## config.mk

```make
export PLATFORM = sky130hd
export DESIGN_NAME = er_dma_irq_gate
export DESIGN_NICKNAME = d
export VERILOG_FILES = /design/src/rtl/er_dma_irq_gate.sv
export SDC_FILE = /design/constraint.sdc
export NUM_CORES = 1
export LEC_CHECK = 0
export CAP_MARGIN = 40
export CORE_MARGIN = 1.5
export CORE_UTILIZATION = 47
export CTS_CLUSTER_DIAMETER = 100
export CTS_CLUSTER_SIZE = 40
export DETAILED_ROUTE_END_ITERATION = 10
export PLACE_DENSITY = 0.89
export SLEW_MARGIN = 25
export SYNTH_ARGS = -nofsm -noshare
export SYNTH_HDL_FRONTEND = slang
export SYNTH_SLANG_ARGS = --single-unit
```

## constraint.sdc

```tcl
create_clock -name clk -period 2.7 [get_ports clk]
set_input_delay 0.54 -clock clk [delete_from_list [all_inputs] [get_ports clk]]
set_output_delay 0.54 -clock clk [all_outputs]
set_load 0.02 [all_outputs]
```

## src/rtl/er_dma_irq_gate.sv

```systemverilog
// rtl/er_dma_irq_gate.sv - holds off DMA grants and IRQ delivery while the CPU runs the ER
//
// Ports:
//   clk        system clock, all state updates on posedge
//   reset      synchronous, active-high reset
//   pc         current program counter
//   ER_min     first address of ER (legal entry point)
//   ER_max     last address of ER (inclusive)
//   dma_req    DMA master bus request (level)
//   dma_grant  registered bus grant to the DMA master
//   irq_in     raw interrupt request (level)
//   irq_out    registered interrupt request forwarded to the core
//   exec       1 = last/ongoing ER run was clean, 0 = tainted or no run
//   timeout    one-cycle pulse when the deferral limit forces grants through
module er_dma_irq_gate #(
    parameter int unsigned          CNT_W     = 16,
    parameter logic [CNT_W-1:0]     MAX_DEFER = 16'd1024
) (
    input  logic        clk,
    input  logic        reset,
    input  logic [15:0] pc,
    input  logic [15:0] ER_min,
    input  logic [15:0] ER_max,
    input  logic        dma_req,
    output logic        dma_grant,
    input  logic        irq_in,
    output logic        irq_out,
    output logic        exec,
    output logic        timeout
);

    localparam logic [CNT_W-1:0] CNT_ONE    = {{(CNT_W-1){1'b0}}, 1'b1};
    localparam logic [CNT_W-1:0] CNT_MAX    = {CNT_W{1'b1}};
    localparam logic [CNT_W-1:0] DEFER_LAST = MAX_DEFER - CNT_ONE;

    typedef enum logic [1:0] {
        OUTSIDE = 2'd0,
        INSIDE  = 2'd1,
        DIRTY   = 2'd2
    } state_t;

    state_t           state;
    state_t           state_next;
    logic [CNT_W-1:0] cnt;
    logic             irq_pend;
    logic             in_er;
    logic             defer;
    logic             defer_last;
    logic             hold;

    // An inverted window (ER_min > ER_max) can never satisfy both bounds.
    assign in_er      = (pc >= ER_min) && (pc <= ER_max);
    assign defer      = dma_req || irq_in || irq_pend;
    assign defer_last = defer && (cnt == DEFER_LAST);

    always_comb begin
        state_next = state;
        case (state)
            OUTSIDE: begin
                if (in_er) begin
                    // A grant already out at entry cannot be revoked, so the run is tainted.
                    state_next = ((pc == ER_min) && !dma_grant) ? INSIDE : DIRTY;
                end
            end
            INSIDE: begin
                // Leaving ER takes priority over a same-cycle deferral timeout.
                if (!in_er) begin
                    state_next = OUTSIDE;
                end else if (defer_last) begin
                    state_next = DIRTY;
                end
            end
            DIRTY: begin
                if (!in_er) begin
                    state_next = OUTSIDE;
                end
            end
            default: state_next = OUTSIDE;
        endcase
    end

    // Holding follows the next state so requests are blocked from the entry edge on.
    assign hold = (state_next == INSIDE);

    always_ff @(posedge clk) begin
        if (reset) begin
            state     <= OUTSIDE;
            exec      <= 1'b0;
            dma_grant <= 1'b0;
            irq_out   <= 1'b0;
            timeout   <= 1'b0;
            irq_pend  <= 1'b0;
            cnt       <= '0;
        end else begin
            state     <= state_next;
            dma_grant <= dma_req && !hold;
            irq_out   <= (irq_in || irq_pend) && !hold;
            // Pending IRQ is consumed on the same edge that forwards it.
            irq_pend  <= hold && (irq_pend || irq_in);
            timeout   <= (state == INSIDE) && (state_next == DIRTY);

            if ((state == OUTSIDE) && (state_next == INSIDE)) begin
                exec <= 1'b1;
            end else if (state_next == DIRTY && state != DIRTY) begin
                exec <= 1'b0;
            end

            if ((state == OUTSIDE) && (state_next == INSIDE)) begin
                cnt <= '0;
            end else if ((state == INSIDE) && defer && (cnt != CNT_MAX)) begin
                cnt <= cnt + CNT_ONE;
            end
        end
    end

endmodule

```

==> impl_metrics.json <==
{
  "worstSetupPathType": "input pin to register",
  "clock_latency_ns": 0.28,
  "grt_start_max_net_pins": 17,
  "max_freq_ghz": 0.377,
  "initial_core_util": 0.495,
  "grt.busiest_layer": "met2",
  "startpoint": "ER_max[15]",
  "chipWidth_um": 65.6,
  "cts_buffers": 3,
  "p_sw_mw": 0.240,
  "drt_pass1_iterations": 4,
  "postSynthCellCount": 226,
  "cellPowerDensity_mw_per_mm2": 294,
  "yosysTopAreaCell": "dfxtp_1",
  "clkSlewWorstSetupHoldPaths_ns": 0.08,
  "cp-end-kind": "register",
  "portBuffers": 55,
  "std_cell_rows": 22,
  "cts_tree": "done",
  "combPwrFrac": 0.324,
  "met3_usage": 0.0291,
  "placed_area_sq_mm": 0.00256,
  "multiInputGateArea_sq_mm": 0.00142,
  "antenna_found_initial": 0,
  "drt_wl_total_mm": 5.72,
  "finalCritPeriodShare": 0.982,
  "rr_endpoint": "cnt[9]",
  "synth_ff_type": "dfxtp_1",
  "clockBufferDepth": 2,
  "max_cap_violations": 0,
  "drt_first_iter_violations": 38,
  "grt_use_total": 0.233,
  "dpl.hpwl_mm": 3.85,
  "pwr-share-clk": 0.264,
  "core-area_sq_mm": 0.00372,
  "slew_violations": 0,
  "ys_seq_area_frac": 0.250,
  "final_cell_area_sq_mm": 0.00286,
  "fp.dieH_um": 65.6,
  "cts_sinks": 23,
  "ir_drop_mv": 0.410,
  "switching_share": 0.286,
  "fillCellCount": 237,
  "grt_pass1_vias": 1841,
  "yosysWarnings": 0,
  "final_nets": 385,
  "worstRegToRegCells": 7,
  "period_minus_slack_ns": 2.65,
  "cp.required_ns": 2.87,
  "areaGrowthSynthToFinish_pct": 55.3,
  "met2_usage": 0.425,
  "crit_path_start_kind": "input pin",
  "internal-power_mw": 0.600,
  "arrival_ns": 2.82,
  "r2r_start": "cnt[3]",
  "grt_pass1_wl_mm": 7.88,
  "ios": 56,
  "fin_ws_ns": 0.0485,
  "finalHoldViolCount": 0,
  "synth_area_sq_mm": 0.00184,
  "p_leak_nw": 1.33,
  "async_flop_share": 0,
  "final_common_cell": "clkdlybuf4s50_1",
  "seq_power_share": 0.412,
  "grt-ovfl-total": 0,
  "r2r_slack_ns": 0.75,
  "postSynthAreaPerCell_sq_um": 8.14,
  "wire_per_inst_um": 16.5,
  "yosys_register_bits": 23,
  "grt.met1_usage": 0.284,
  "hp-class": "register to register",
  "layout_common_cells": "clkdlybuf4s50_1 (39), inv_1 (26), ha_1 (23), dfxtp_1 (23), nor3_1 (21)",
  "cts_hold_buf": 0,
  "relSlewSlack": 0.715,
  "synth_top_area_share": 0.250,
  "dp_slack_ns": -0.245,
  "drive_above_1_share": 0.161,
  "fin_skew_ns": 0.00333,
  "die-area_sq_mm": 0.00430,
  "outcome": "finished, final reports clean",
  "drc_errors": 0,
  "syn_nets": 311,
  "synth_area_leaders": "dfxtp_1 (25%), ha_1 (22%), inv_1 (6.5%), nor3_1 (5.7%), a21oi_1 (3.8%)",
  "final-seq-area_sq_um": 460,
  "root_buffer": "clkbuf_8",
  "timing.hold.ws_ns": 0.509,
  "htree_levels": 1,
  "worstMarginPinSlew_ns": 0.426,
  "worstSetupEndpoint": "cnt[13]",
  "viasPerCell": 5.59,
  "gp_congestion": 0.822,
  "antenna_left": 0,
  "diodes": 0,
  "synth-edff-count": 0,
  "setup_viol": 0,
  "crit_fanout": 8,
  "synth.distinct_cells": 36,
  "vias": 1941
}
[through the flow]
step | total power [mW] | utilization | cells | setup TNS (ns)
final | 0.839 | 0.769 | 347 | 0
after detailed placement | 0.576 | 0.689 | 341 | -4.68
after global routing | 0.877 | 0.769 | 347 | -0.696
after global placement | 0.568 | 0.689 | 341 | -2.82
after floorplan | 0.450 | - | 226 | 0
after CTS | 0.790 | 0.701 | 345 | 0
[critical path, cell delays in order]
cell and delay (ns):
clkdlybuf4s50_1 0.47, inv_1 0.05, ha_1 0.29, nand4_1 0.21, nor4_2 0.39, buf_4 0.19
o221ai_4 0.16, nor3_4 0.27, clkbuf_16 0.21, nor3_1 0.05
[timing repair]
item / 4_1_cts / 5_1_grt
resized for setup: 0 / 42
setup buffers: 0 / 1
endpoints found under the setup margin: 0 / 23
[per-layer routing]
metal / wire length (um) / vias up / share of wire
met5: 0 / - / 0
met4: 145 / 0 / 0.025
met3: 304 / 13 / 0.053
met2: 2870 / 56 / 0.50
met1: 2390 / 915 / 0.42
li1: - / 957 / -
[registers in the layout, summed over array words and instances, names as in the netlist]
| signal | cells |
|---|---|
| cnt | 16 |
| dma_grant | 1 |
| exec | 1 |
| irq_out | 1 |
| irq_pend | 1 |
| state | 2 |
| timeout | 1 |
[power by group through the flow]
stage	logic [mW]	clock network, mW	registers [mW]
after floorplan	0.0972	0	0.352
after global placement	0.215	0	0.353
after detailed placement	0.222	0	0.354
after CTS	0.224	0.220	0.346
after global routing	0.297	0.233	0.347
final	0.272	0.221	0.346
[synth_stat cells (3+ instances only)]
library cell / instances
nand2_1: 9
and3_1: 5
nand3_1: 11
ha_1: 33
nor4_1: 3
xor2_1: 7
nand2b_1: 6
nor2_1: 9
nand4_1: 11
a21oi_1: 14
inv_1: 32
a211oi_1: 3
xnor2_1: 6
dfxtp_1: 23
mux2i_1: 3
nor3_1: 21
o21ai_0: 5
[area by class of cell]
| cell class | count | area share |
|---|---|---|
| inverters | 32 | 0.0420 |
| flip-flops and latches | 23 | 0.161 |
| clock buffers | 3 | 0.0144 |
| multi-input cells | 167 | 0.495 |
| clock inverters | 1 | 0.00175 |
| well taps | 48 | 0.0210 |
| repair buffers | 73 | 0.264 |
[cell families (layout without fill, tap and decap cells)]
group                      after synthesis  count (layout)  share of synthesized area
xor gates and xnor gates                13              13                     0.0619
buffers and inverters                   36             109                     0.0782
muxes                                    3               3                     0.0163
AOI/OAI and AO/OA                       31              31                      0.106
DFF                                     23              23                      0.250
and+or+nand+nor                         87              87                      0.263
adders and majority gates               33              33                      0.224
[worst min path at each step]
| stage | slack (ns) | cells past startpoint | start | end |
|---|---|---|---|---|
| floorplan | 0.47 | 2 | state[0] | timeout |
| global placement | 0.46 | 2 | exec | exec |
| detailed placement | 0.47 | 2 | exec | exec |
| CTS | 0.49 | 2 | exec | exec |
| global route | 0.52 | 2 | exec | exec |
| finish | 0.51 | 2 | exec | exec |
Power figures use the tool's default switching activity.
